--- src/rtl/eo_key_pkg.sv ---
// rtl/eo_key_pkg.sv - shared constants, types and helpers for the organ keyboard UI controller
//
// Purpose : PS/2 set-2 scan-code constants, ui_state encoding, a width helper,
//           and (with EO_ASCII_MAP_EN defined) the scan-code to ASCII map.
// Ports   : none (package)
// Macro   : EO_ASCII_MAP_EN enables ascii_map()
package eo_key_pkg;

    localparam logic [7:0] SC_BRK   = 8'hF0;
    localparam logic [7:0] SC_EXT   = 8'hE0;
    localparam logic [7:0] SC_ENTER = 8'h5A;
    localparam logic [7:0] SC_ESC   = 8'h76;
    localparam logic [7:0] SC_BKSP  = 8'h66;
    // Extended (E0-prefixed) arrow codes
    localparam logic [7:0] SC_UP    = 8'h75;
    localparam logic [7:0] SC_DOWN  = 8'h72;
    localparam logic [7:0] SC_LEFT  = 8'h6B;
    localparam logic [7:0] SC_RIGHT = 8'h74;

    typedef enum logic [1:0] {
        UI_WELCOME = 2'd0,
        UI_MENU    = 2'd1,
        UI_SONGSEL = 2'd2,
        UI_ACTIVE  = 2'd3
    } ui_state_t;

    // Index width for n items, never below one bit
    function automatic int w_of(input int n);
        return (n > 1) ? $clog2(n) : 1;
    endfunction

`ifdef EO_ASCII_MAP_EN
    // Returns {valid, ascii}; letters come out uppercase
    function automatic logic [8:0] ascii_map(input logic [7:0] sc);
        case (sc)
            8'h1C: return {1'b1, 8'h41}; 8'h32: return {1'b1, 8'h42};
            8'h21: return {1'b1, 8'h43}; 8'h23: return {1'b1, 8'h44};
            8'h24: return {1'b1, 8'h45}; 8'h2B: return {1'b1, 8'h46};
            8'h34: return {1'b1, 8'h47}; 8'h33: return {1'b1, 8'h48};
            8'h43: return {1'b1, 8'h49}; 8'h3B: return {1'b1, 8'h4A};
            8'h42: return {1'b1, 8'h4B}; 8'h4B: return {1'b1, 8'h4C};
            8'h3A: return {1'b1, 8'h4D}; 8'h31: return {1'b1, 8'h4E};
            8'h44: return {1'b1, 8'h4F}; 8'h4D: return {1'b1, 8'h50};
            8'h15: return {1'b1, 8'h51}; 8'h2D: return {1'b1, 8'h52};
            8'h1B: return {1'b1, 8'h53}; 8'h2C: return {1'b1, 8'h54};
            8'h3C: return {1'b1, 8'h55}; 8'h2A: return {1'b1, 8'h56};
            8'h1D: return {1'b1, 8'h57}; 8'h22: return {1'b1, 8'h58};
            8'h35: return {1'b1, 8'h59}; 8'h1A: return {1'b1, 8'h5A};
            8'h45: return {1'b1, 8'h30}; 8'h16: return {1'b1, 8'h31};
            8'h1E: return {1'b1, 8'h32}; 8'h26: return {1'b1, 8'h33};
            8'h25: return {1'b1, 8'h34}; 8'h2E: return {1'b1, 8'h35};
            8'h36: return {1'b1, 8'h36}; 8'h3D: return {1'b1, 8'h37};
            8'h3E: return {1'b1, 8'h38}; 8'h46: return {1'b1, 8'h39};
            8'h29: return {1'b1, 8'h20};
            default: return 9'h000;
        endcase
    endfunction
`endif

endpackage

--- src/rtl/eo_key_nav_ctrl_if.sv ---
// rtl/eo_key_nav_ctrl_if.sv - scan-code byte stream from the PS/2 decoder
//
// Purpose : carries one scan-code byte per key_valid strobe
// Signals : key_code[7:0] scan-code byte, key_valid one-cycle strobe
// Modports: master (decoder side, drives), slave (controller side, receives)
interface eo_key_nav_ctrl_if;
    logic [7:0] key_code;
    logic       key_valid;

    modport master (output key_code, output key_valid);
    modport slave  (input  key_code, input  key_valid);
endinterface

--- src/rtl/eo_key_filter.sv ---
// rtl/eo_key_filter.sv - PS/2 prefix decode and make-code repeat suppression
//
// Purpose : strips F0/E0 prefixes, drops breaks, and suppresses an identical
//           make seen again within REPEAT_HOLD ticks of sys_clk/TICK_DIV.
// Ports   : sys_clk, rst_n (sync, active-low), key_code/key_valid in;
//           key_ok strobe with key_ext/key_byte, combinational in the
//           key_valid cycle of the final byte.
module eo_key_filter
    import eo_key_pkg::*;
#(
    parameter int TICK_DIV    = 128,
    parameter int REPEAT_HOLD = 10000
) (
    input  logic       sys_clk,
    input  logic       rst_n,
    input  logic [7:0] key_code,
    input  logic       key_valid,
    output logic       key_ok,
    output logic       key_ext,
    output logic [7:0] key_byte
);
    localparam int DW = w_of(TICK_DIV);
    localparam int TW = $clog2(REPEAT_HOLD) + 1;

    logic [DW-1:0] div_cnt;
    logic [TW-1:0] tick;
    logic [TW-1:0] last_tick;
    logic [8:0]    last_key;
    logic          held;
    logic          brk;
    logic          ext;
    logic          is_prefix;
    logic          same_key;
    logic          in_hold;

    always_comb begin
        is_prefix = (key_code == SC_BRK) || (key_code == SC_EXT);
        same_key  = held && (last_key == {ext, key_code});
        // Unsigned TW-bit difference stays correct across tick wrap
        in_hold   = (tick - last_tick) < TW'(REPEAT_HOLD);
        key_ok    = key_valid && !is_prefix && !brk && !(same_key && in_hold);
        key_ext   = ext;
        key_byte  = key_code;
    end

    always_ff @(posedge sys_clk) begin
        if (!rst_n) begin
            div_cnt   <= '0;
            tick      <= '0;
            last_tick <= '0;
            last_key  <= '0;
            held      <= 1'b0;
            brk       <= 1'b0;
            ext       <= 1'b0;
        end else begin
            if (div_cnt == DW'(TICK_DIV - 1)) begin
                div_cnt <= '0;
                tick    <= tick + 1'b1;
            end else begin
                div_cnt <= div_cnt + 1'b1;
            end

            if (key_valid) begin
                if (key_code == SC_BRK) begin
                    brk <= 1'b1;
                end else if (key_code == SC_EXT) begin
                    ext <= 1'b1;
                end else begin
                    brk <= 1'b0;
                    ext <= 1'b0;
                    if (brk) begin
                        // Releasing the held key re-arms it immediately
                        if (same_key) held <= 1'b0;
                    end else if (key_ok) begin
                        held      <= 1'b1;
                        last_key  <= {ext, key_code};
                        last_tick <= tick;
                    end
                end
            end
        end
    end
endmodule

--- src/rtl/eo_key_nav_ctrl.sv ---
// rtl/eo_key_nav_ctrl.sv - keyboard-driven UI controller for the electronic organ
//
// Purpose : username entry (WELCOME), ROWS x COLS main menu (MENU), paged song
//           selector (SONGSEL) and ACTIVE mode hand-off, driven by filtered keys.
// Ports   : sys_clk, rst_n (sync, active-low); key_if (slave: key_code,
//           key_valid); ui_state, mode, cursor_row, cursor_col, song_idx,
//           name_buf, name_len, key_evt pulse, overflow pulse.
// Macro   : EO_ASCII_MAP_EN stores ASCII instead of raw scan codes in name_buf
module eo_key_nav_ctrl
    import eo_key_pkg::*;
#(
    parameter int MAX_LEN     = 16,
    parameter int GRID_ROWS   = 2,
    parameter int GRID_COLS   = 2,
    parameter int PAGES       = 2,
    parameter int PAGE_ITEMS  = 4,
    parameter int TICK_DIV    = 128,
    parameter int REPEAT_HOLD = 10000
) (
    input  logic                                    sys_clk,
    input  logic                                    rst_n,
    eo_key_nav_ctrl_if.slave                        key_if,
    output logic [1:0]                              ui_state,
    output logic [3:0]                              mode,
    output logic [w_of(GRID_ROWS)-1:0]              cursor_row,
    output logic [w_of(GRID_COLS)-1:0]              cursor_col,
    output logic [w_of(PAGES*PAGE_ITEMS)-1:0]       song_idx,
    output logic [8*MAX_LEN-1:0]                    name_buf,
    output logic [$clog2(MAX_LEN+1)-1:0]            name_len,
    output logic                                    key_evt,
    output logic                                    overflow
);
    localparam int RW = w_of(GRID_ROWS);
    localparam int CW = w_of(GRID_COLS);
    localparam int PW = w_of(PAGES);
    localparam int IW = w_of(PAGE_ITEMS);
    localparam int SW = w_of(PAGES * PAGE_ITEMS);
    localparam int LW = $clog2(MAX_LEN + 1);

    logic       key_ok;
    logic       key_ext;
    logic [7:0] key_byte;

    eo_key_filter #(
        .TICK_DIV    (TICK_DIV),
        .REPEAT_HOLD (REPEAT_HOLD)
    ) u_filter (
        .sys_clk   (sys_clk),
        .rst_n     (rst_n),
        .key_code  (key_if.key_code),
        .key_valid (key_if.key_valid),
        .key_ok    (key_ok),
        .key_ext   (key_ext),
        .key_byte  (key_byte)
    );

    ui_state_t           st, st_n;
    logic [3:0]          mode_n;
    logic [RW-1:0]       row_n;
    logic [CW-1:0]       col_n;
    logic [PW-1:0]       page, page_n;
    logic [IW-1:0]       item, item_n;
    logic [8*MAX_LEN-1:0] buf_n;
    logic [LW-1:0]       len_n;
    logic                evt_n;
    logic                ovf_n;
    logic [7:0]          ch;
    logic                ch_ok;
    logic [3:0]          sel;
`ifdef EO_ASCII_MAP_EN
    logic [8:0]          amap;
`endif

    assign ui_state = st;
    assign song_idx = SW'(page) * SW'(PAGE_ITEMS) + SW'(item);

    always_ff @(posedge sys_clk) begin
        if (!rst_n) begin
            st         <= UI_WELCOME;
            mode       <= '0;
            cursor_row <= '0;
            cursor_col <= '0;
            page       <= '0;
            item       <= '0;
            name_buf   <= '0;
            name_len   <= '0;
            key_evt    <= 1'b0;
            overflow   <= 1'b0;
        end else begin
            st         <= st_n;
            mode       <= mode_n;
            cursor_row <= row_n;
            cursor_col <= col_n;
            page       <= page_n;
            item       <= item_n;
            name_buf   <= buf_n;
            name_len   <= len_n;
            key_evt    <= evt_n;
            overflow   <= ovf_n;
        end
    end

    always_comb begin
        st_n   = st;
        mode_n = mode;
        row_n  = cursor_row;
        col_n  = cursor_col;
        page_n = page;
        item_n = item;
        buf_n  = name_buf;
        len_n  = name_len;
        evt_n  = 1'b0;
        ovf_n  = 1'b0;
        sel    = 4'(int'(cursor_row) * GRID_COLS + int'(cursor_col));
`ifdef EO_ASCII_MAP_EN
        amap   = ascii_map(key_byte);
        ch_ok  = amap[8];
        ch     = amap[7:0];
`else
        ch_ok  = 1'b1;
        ch     = key_byte;
`endif

        if (key_ok) begin
            evt_n = 1'b1;
            case (st)
                UI_WELCOME: begin
                    if (!key_ext) begin
                        if (key_byte == SC_ENTER) begin
                            st_n  = UI_MENU;
                            row_n = '0;
                            col_n = '0;
                        end else if (key_byte == SC_ESC) begin
                            buf_n = '0;
                            len_n = '0;
                        end else if (key_byte == SC_BKSP) begin
                            if (name_len != '0) begin
                                buf_n[(int'(name_len) - 1) * 8 +: 8] = 8'h00;
                                len_n = name_len - 1'b1;
                            end
                        end else if (ch_ok) begin
                            if (name_len < LW'(MAX_LEN)) begin
                                buf_n[int'(name_len) * 8 +: 8] = ch;
                                len_n = name_len + 1'b1;
                            end else begin
                                ovf_n = 1'b1;
                            end
                        end
                    end
                end
                UI_MENU: begin
                    if (key_ext) begin
                        case (key_byte)
                            SC_UP:    row_n = (cursor_row == '0) ? RW'(GRID_ROWS - 1) : cursor_row - 1'b1;
                            SC_DOWN:  row_n = (cursor_row == RW'(GRID_ROWS - 1)) ? '0 : cursor_row + 1'b1;
                            SC_LEFT:  col_n = (cursor_col == '0) ? CW'(GRID_COLS - 1) : cursor_col - 1'b1;
                            SC_RIGHT: col_n = (cursor_col == CW'(GRID_COLS - 1)) ? '0 : cursor_col + 1'b1;
                            default: ;
                        endcase
                    end else if (key_byte == SC_ENTER) begin
                        mode_n = sel;
                        // Grid item 0 is the song player, which needs a song first
                        if (sel == 4'd0) begin
                            st_n   = UI_SONGSEL;
                            page_n = '0;
                            item_n = '0;
                        end else begin
                            st_n = UI_ACTIVE;
                        end
                    end else if (key_byte == SC_ESC) begin
                        st_n = UI_WELCOME;
                    end
                end
                UI_SONGSEL: begin
                    if (key_ext) begin
                        case (key_byte)
                            SC_UP:    item_n = (item == '0) ? IW'(PAGE_ITEMS - 1) : item - 1'b1;
                            SC_DOWN:  item_n = (item == IW'(PAGE_ITEMS - 1)) ? '0 : item + 1'b1;
                            SC_LEFT: begin
                                page_n = (page == '0) ? PW'(PAGES - 1) : page - 1'b1;
                                item_n = '0;
                            end
                            SC_RIGHT: begin
                                page_n = (page == PW'(PAGES - 1)) ? '0 : page + 1'b1;
                                item_n = '0;
                            end
                            default: ;
                        endcase
                    end else if (key_byte == SC_ENTER) begin
                        st_n = UI_ACTIVE;
                    end else if (key_byte == SC_ESC) begin
                        st_n = UI_MENU;
                    end
                end
                UI_ACTIVE: begin
                    if (!key_ext && key_byte == SC_ESC) st_n = UI_MENU;
                end
                default: st_n = UI_WELCOME;
            endcase
        end
    end
endmodule

--- src/flat_wrapper.sv ---
// flat-port wrapper written by rule: the top's interface ports become plain ports
module eo_key_nav_ctrl_flat import eo_key_pkg::*;
#(
    parameter int MAX_LEN     = 16,
    parameter int GRID_ROWS   = 2,
    parameter int GRID_COLS   = 2,
    parameter int PAGES       = 2,
    parameter int PAGE_ITEMS  = 4,
    parameter int TICK_DIV    = 128,
    parameter int REPEAT_HOLD = 10000
)
  (sys_clk, rst_n, ui_state, mode, cursor_row, cursor_col, song_idx, name_buf, name_len, key_evt, overflow, key_if_key_code, key_if_key_valid);
  eo_key_nav_ctrl_if key_if_i ();
  input  logic sys_clk;
  input  logic rst_n;
  output logic [1:0] ui_state;
  output logic [3:0] mode;
  output logic [w_of(GRID_ROWS)-1:0] cursor_row;
  output logic [w_of(GRID_COLS)-1:0] cursor_col;
  output logic [w_of(PAGES*PAGE_ITEMS)-1:0] song_idx;
  output logic [8*MAX_LEN-1:0] name_buf;
  output logic [$clog2(MAX_LEN+1)-1:0] name_len;
  output logic key_evt;
  output logic overflow;
  input wire logic [$bits(key_if_i.key_code)-1:0] key_if_key_code;
  input wire logic [$bits(key_if_i.key_valid)-1:0] key_if_key_valid;
  assign key_if_i.key_code = key_if_key_code;
  assign key_if_i.key_valid = key_if_key_valid;
  eo_key_nav_ctrl #(.MAX_LEN(MAX_LEN), .GRID_ROWS(GRID_ROWS), .GRID_COLS(GRID_COLS), .PAGES(PAGES), .PAGE_ITEMS(PAGE_ITEMS), .TICK_DIV(TICK_DIV), .REPEAT_HOLD(REPEAT_HOLD)) u_core (.sys_clk(sys_clk), .rst_n(rst_n), .key_if(key_if_i), .ui_state(ui_state), .mode(mode), .cursor_row(cursor_row), .cursor_col(cursor_col), .song_idx(song_idx), .name_buf(name_buf), .name_len(name_len), .key_evt(key_evt), .overflow(overflow));
endmodule
--- config.mk ---
export PLATFORM = sky130hd
export DESIGN_NAME = eo_key_nav_ctrl_flat
export DESIGN_NICKNAME = d
export VERILOG_FILES = /design/src/rtl/eo_key_pkg.sv /design/src/rtl/eo_key_nav_ctrl_if.sv /design/src/rtl/eo_key_filter.sv /design/src/rtl/eo_key_nav_ctrl.sv /design/src/flat_wrapper.sv
export SDC_FILE = /design/constraint.sdc
export NUM_CORES = 1
export LEC_CHECK = 0
export BUFFER_PORTS_ARGS = -buffer_cell sky130_fd_sc_hd__clkbuf_2
export CAP_MARGIN = 20
export CORE_MARGIN = 2
export CORE_UTILIZATION = 25
export DETAILED_ROUTE_END_ITERATION = 12
export GPL_ROUTABILITY_DRIVEN = 0
export PLACE_DENSITY_LB_ADDON = 0.1
export SYNTH_ARGS = -nofsm -noshare
export SYNTH_HDL_FRONTEND = slang
export SYNTH_SLANG_ARGS = --single-unit
--- constraint.sdc ---
create_clock -name sys_clk -period 5.1 [get_ports sys_clk]
set_input_delay 0.255 -clock sys_clk [delete_from_list [all_inputs] [get_ports sys_clk]]
set_output_delay 0.255 -clock sys_clk [all_outputs]
set_load 0.005 [all_outputs]
== Word-level counts from Yosys, hierarchy flattened ==
Cells that the tools add are included.
Word-level totals
  bits of input ports: 11
  output and inout port bits: 146
  word-level logic and storage cells: 172
  register bits after elaboration: 195
Cells by class
  add/subtract/negate cells: 18
  multiplexer cells: 57
  bitwise gates (word level): 8
  reductions and logical operators: 33
  shift operators: 4
  order comparisons: 2
  eq/ne operators: 33
Operator list (count)
  128-bit two-way mux: 4
  128-bit bitwise mux: 2
  8-bit by 33-bit variable shift with 128-bit output, first input constant: 2
  8-bit by 33-bit variable part select with 128-bit output: 1
  8-bit by 33-bit variable part select with 128-bit output, first input constant: 1
  8-bit by 7-bit equality test with 1-bit output, second input constant: 7
  32-bit negator with 33-bit output: 1
  8-bit negator with 33-bit output: 1
  2-bit two-way mux: 15
  1-bit two-way mux: 23
  5-bit two-way mux: 4
  6-bit AND reduction: 3
  8-bit equality test, second input constant: 2
  15-bit by 1-bit adder with 15-bit output, second input constant: 1
  15-bit by 14-bit < comparator with 1-bit output, second input constant: 1
  15-bit subtractor: 1
  7-bit AND reduction: 2
  2-bit != test, second input constant: 6
  3-bit by 1-bit != test with 1-bit output, second input constant: 4
  1-bit case mux with 2 select lines: 6
  2-bit by 1-bit != test with 1-bit output, second input constant: 5
  5-bit AND reduction: 2
  9-bit equality test: 1
  1-bit NOT: 8
  32 further kinds: 52

== Longest topological paths before layout ==
  word-level depth: 8
  gate-level depth with buffers: 19
  gate-level depth less buffers: 16

== Hierarchy ==
A second synthesis with hierarchy kept.
Unflattened totals
  cell total of the unflattened synthesis: 1305
  area total of the unflattened synthesis: 10830.4 um^2
By module, submodules not included
  eo_key_nav_ctrl: cells an instance 963, area an instance 7936.4 um^2, seq. area each 2882.8 um^2, times used 1
  eo_key_filter: cells an instance 342, area an instance 2894.0 um^2, seq. area each 980.9 um^2, times used 1

== Worst setup path after synthesis ==
No wires, ideal clock.
  path kind: register -> register
  start: register u_core.name_len[0]
  end: register u_core.name_buf[40]
  arrival time: 4447 ps
  path buffers: 2
  period minus slack after synthesis: 4574 ps
  path slack: 526 ps
  library setup time: 127 ps
  data required time: 4973 ps
  stages on the path, launching flop included: 19
  path through: dfxtp_1 -> buf_2 -> inv_1 -> ha_1 -> clkbuf_1 -> and2_1 -> nand2_1 -> nor3_1 -> inv_1 -> ha_1 -> or4b_1 -> nor4_1 -> o21bai_1 -> a2111oi_2 -> a21o_1 -> o31ai_1 -> nor3_1 -> or2_2 -> o21ai_0
On the way
  longest elaborated chain between the ends: 7
  elaborated cells between the ends (all ways): 18
  classes of those cells: add/sub: 3; order compare: 1; eq/ne: 1; shift: 4; mux: 6; reduce/logical: 3
Ends and longest elaborated chain
  from (decl): line eo_key_nav_ctrl.sv:29  | output logic [$clog2(MAX_LEN+1)-1:0] name_len,
  from (signal assigned): line eo_key_nav_ctrl.sv:97  | name_len <= len_n;
  5-bit by 1-bit subtractor with 6-bit output: line eo_key_nav_ctrl.sv:138  | buf_n[(int'(name_len) - 1) * 8 +: 8] = 8'h00;
  32-bit negator with 33-bit output: line eo_key_nav_ctrl.sv:138
  8-bit by 33-bit variable part select with 128-bit output or 8-bit by 33-bit variable shift with 128-bit output (tied branches): line eo_key_nav_ctrl.sv:138
  128-bit bitwise mux: line eo_key_nav_ctrl.sv:138
  128-bit two-way mux: line eo_key_nav_ctrl.sv:137  | if (name_len != '0) begin
  128-bit two-way mux: line eo_key_nav_ctrl.sv:136  | end else if (key_byte == SC_BKSP) begin
  128-bit two-way mux: line eo_key_nav_ctrl.sv:133  | end else if (key_byte == SC_ESC) begin
  to (signal assigned): line eo_key_nav_ctrl.sv:96  | name_buf <= buf_n;
  to (decl): line eo_key_nav_ctrl.sv:28  | output logic [8*MAX_LEN-1:0] name_buf,
Parallel ways exist; a longest one is shown, timed or not. The select of a mux whose other input is x is not followed.
A chain may end at the register's enable or synchronous reset.

== Worst setup path in the final report ==
  start: register u_core.name_len[1]
  end: register u_core.name_buf[61]
Same word-level chain as after synthesis.

==> results.py <==
metrics = {
    "run_status": {
        "status": "complete, no violations",
    },
    "grt": {
        "grt_use_total_pct": 17.3,
        "grt-ovfl-total": 0,
        "grt_max_degree": 167,
        "antenna_found_initial": 0,
        "grt_pass1_wl_um": 55800,
        "grt_pass1_vias": 9208,
    },
    "clock_network": {
        "cts_buffers": 17,
        "cts_root_buf": "clkbuf_16",
        "cts_tree": "built",
        "clock-sinks": 193,
        "insertion_delay_ns": 0.47,
        "cts_setup_buffers": 0,
        "clk_transition_reported_paths_ns": 0.08,
        "clk_path_buf_depth": 2,
        "cts.htree.levels": 4,
    },
    "yosys": {
        "syn_inst": 1291,
        "ys.flop_type": "dfxtp_1",
        "yosys_warnings": 0,
        "ys_seq_area_share_pct": 37.7,
        "syn_avg_cell_area_um2": 7.95,
        "syn-cell-area_mm2": 0.0103,
        "synth.ff_latch_count": 193,
        "async_flop_share_pct": 0,
        "synth_cell_types": 82,
        "synth-edff-count": 0,
    },
    "setup_path": {
        "rr_startpoint": "u_core.name_len[1]",
        "path_delay_family": "compound AO/OA/AOI/OAI gates",
        "crit_path_end_kind": "flip-flop",
        "endpoint": "u_core.name_buf[61]",
        "startpoint_type": "flip-flop",
        "r2r_cells": 16,
        "startpoint": "u_core.name_len[1]",
        "regToRegSetupSlack_ns": 0.39,
        "crit_type": "reg -> reg",
        "cp.required_ns": 5.49,
        "path_max_fanout": 8,
        "path_cells": "inv_1 -> ha_1 -> xnor2_1 -> nand2_1 -> nor3_2 -> inv_1 -> ha_1 -> or4b_1 -> nor4_1 -> o21bai_1 -> a2111oi_2 -> a21oi_1 -> nor2_1 -> o21ai_0 -> o22ai_4 -> mux2i_1",
        "arrival_ns": 5.11,
        "timing.rr.end": "u_core.name_buf[61]",
        "cpPeakStageDelay_ns": 0.63,
        "slowest_stage": "a2111oi_2",
        "cp_num_buf_inv": 2,
        "path_depth": 16,
    },
    "drt": {
        "dr.pass1.iters": 7,
        "drtIter0Drc": 547,
        "ant_nets": 0,
        "drc": 0,
        "wl_per_cell_um": 19.0,
        "drt-total-wl_um": 37000,
        "viasPerCell": 4.99,
        "dr_total_vias": 9721,
    },
    "power_and_ir_drop": {
        "irDropWorstVdd_mv": 0.220,
        "p_leak_nw": 4.60,
        "design_power_total_mw": 3.34,
        "power_density_mw_per_mm2": 273,
    },
    "floorplanning": {
        "rows": 74,
        "floorplan.initialDensity_pct": 25.2,
        "coreArea_mm2": 0.0406,
        "dieArea_mm2": 0.0427,
        "die_x_um": 207,
        "die_h_um": 207,
        "io_pins": 157,
    },
    "final_layout": {
        "nFillCells": 4427,
        "antenna_cells": 0,
        "drive_above_1_share_pct": 17.9,
        "area_growth_pct": 19.2,
        "fin_area_mm2": 0.0122,
        "fin_nets": 1451,
    },
    "min_path": {
        "hp-class": "in -> reg",
    },
    "sta": {
        "fin_worst_skew_ns": 0.0165,
        "setup-tns-final_ns": 0,
        "period_minus_slack_ns": 4.71,
        "finalSetupViolations": 0,
        "hold_viol": 0,
        "max_slew_margin_pct": 28.1,
        "whs_ns": 0.131,
        "setup_slack_ns": 0.386,
        "worst_pin_slew_ns": 1.07,
        "max_clock_freq_mhz": 212,
        "fin_crit_sh_pct": 92.4,
        "maxSlewViolCount": 0,
    },
    "place": {
        "pre_cts_slack_ns": 0.306,
        "portBuffers": 154,
        "dp_hpwl_um": 25600,
        "post_dp_cell_area_mm2": 0.0116,
    },
    "run": {
        "max-cap-violations": 0,
    },
}
per-layer routing:
metal	vias to the layer above	wire, um	global-route usage, %
li1	4786	-	-
met1	4708	17300	23.0
met2	200	17500	28.3
met3	27	1760	3.94
met4	0	450	4.34
met5	-	0	0
state kept, by name, summed over array words and instances, names as in the netlist:
name and flops:
u_core.u_filter.div_cnt 7, u_core.u_filter.tick 15, u_core.u_filter.held 1, u_core.item 2
u_core.name_len 5, u_core.name_buf 128, u_core.cursor_col 1, u_core.page 1
u_core.u_filter.last_tick 15, u_core.u_filter.last_key 9, u_core.ui_state 2, u_core.key_evt 1
u_core.u_filter.key_ext 1, u_core.cursor_row 1, u_core.mode 2, u_core.u_filter.brk 1
u_core.overflow 1
timing repair:
item | 4_1_cts | 5_1_grt
endpoints found under the setup margin | 0 | 76
resized for setup | 0 | 5
hold buffers | 0 | 0
cell usage after synthesis (all sizes together) (4+ instances only):
library cell | instances | share of area, %
nor4b | 4 | 0.34
o211ai | 7 | 0.51
a211o | 4 | 0.34
o22ai | 6 | 0.56
nand4 | 46 | 2.8
nor4 | 9 | 0.61
and2 | 5 | 0.30
or3 | 14 | 0.85
nand4b | 5 | 0.43
nand3 | 76 | 3.7
mux2i | 83 | 8.1
o31ai | 5 | 0.41
nor2b | 8 | 0.49
a21oi | 90 | 4.4
nor3 | 33 | 1.8
o21ai | 82 | 4.0
xnor2 | 21 | 1.8
buf | 26 | 1.4
nor2 | 60 | 2.4
and3 | 23 | 1.4
a22oi | 5 | 0.50
o2111ai | 7 | 0.60
ha | 34 | 4.1
dfxtp | 193 | 38
a31oi | 8 | 0.49
inv | 39 | 1.4
nand2 | 246 | 9.0
a21o | 5 | 0.37
nand2b | 14 | 0.85
clkbuf | 67 | 2.5
xor2 | 11 | 0.94
a31o | 5 | 0.43
worst min-delay path by stage:
stage                                    start                          to  slack [ns]  cells past startpoint
CTS                           key_if_key_valid     u_core.u_filter.key_ext        0.09                      3
floorplan                     key_if_key_valid         u_core.u_filter.brk        0.40                      2
global placement    u_core.u_filter.div_cnt[0]  u_core.u_filter.div_cnt[0]        0.44                      1
finish                        key_if_key_valid     u_core.u_filter.key_ext        0.13                      3
detailed placement  u_core.u_filter.div_cnt[0]  u_core.u_filter.div_cnt[0]        0.44                      1
global route                  key_if_key_valid         u_core.u_filter.brk        0.12                      3
stage by stage:
| step | cells | util, % |
|---|---|---|
| 2_1_floorplan | 1292 | - |
| 3_3_place_gp | 1916 | 28.5 |
| 3_5_place_dp | 1917 | 28.5 |
| 4_1_cts | 1949 | 30.0 |
| 5_1_grt | 1950 | 30.1 |
| 6_report | 1950 | 30.1 |
cell type report:
type                       count  area, um2  area share [%]
tap                          532        666            5.44
inverter                      40        150            1.23
timing repair buffer         187       1030            8.45
clock buffer                  19        443            3.62
multi-input combinational    966       5900            48.2
sequential                   193       3860            31.6
clock inverter                13        175            1.43
kinds of logic (layout without fill, tap and decap cells):
kind of cell	Yosys count	in the layout	synth area share [%]
other cells	1	2	0.0366
fa+ha+maj	35	35	4.34
xor+xnor	33	33	2.95
simple gates	558	558	26.2
compound gates	255	255	15.5
flops	193	193	37.7
mux	83	83	8.10
buf+inv	133	259	5.28
power by group:
part	leakage (nW)	internal, mW	switching [mW]
Sequential	1.56	1.52	0.00981
Combinational	2.75	0.0998	0.252
Clock	0.294	0.796	0.663
Total	4.60	2.41	0.924
cell usage in the layout, fill, tap and decap left out, types with 4 or more instances in the layout:
cell and count:
a31o_2 5, clkbuf_16 17, nand4_1 46, nor2_1 52, nor2b_1 8, buf_4 32, dfxtp_1 193, nand2b_1 14
nand2_1 244, mux2i_1 83, nor2_2 7, a21o_1 5, a31oi_1 8, o211ai_1 7, nand3_1 76, xnor2_1 21
a211o_1 4, o2111ai_1 7, a21oi_1 89, inv_1 38, xor2_1 11, nor4_1 8, nor3_1 29, nand4b_1 5
a22oi_1 4, and3_1 23, nor3_2 4, clkbuf_2 153, ha_1 34, and2_1 5, nor4b_1 4, o22ai_1 4
o21ai_0 79, or3_1 14
worst register-to-register path, cell delays in order (launching register included):
cell and delay (ns):
dfxtp_1 0.50, inv_1 0.11, ha_1 0.28, xnor2_1 0.21, nand2_1 0.19, nor3_2 0.25, inv_1 0.08, ha_1 0.30
or4b_1 0.53, nor4_1 0.36, o21bai_1 0.13, a2111oi_2 0.63, a21oi_1 0.15, nor2_1 0.13, o21ai_0 0.14, o22ai_4 0.41
mux2i_1 0.25
(Power assumes the default switching activity.)
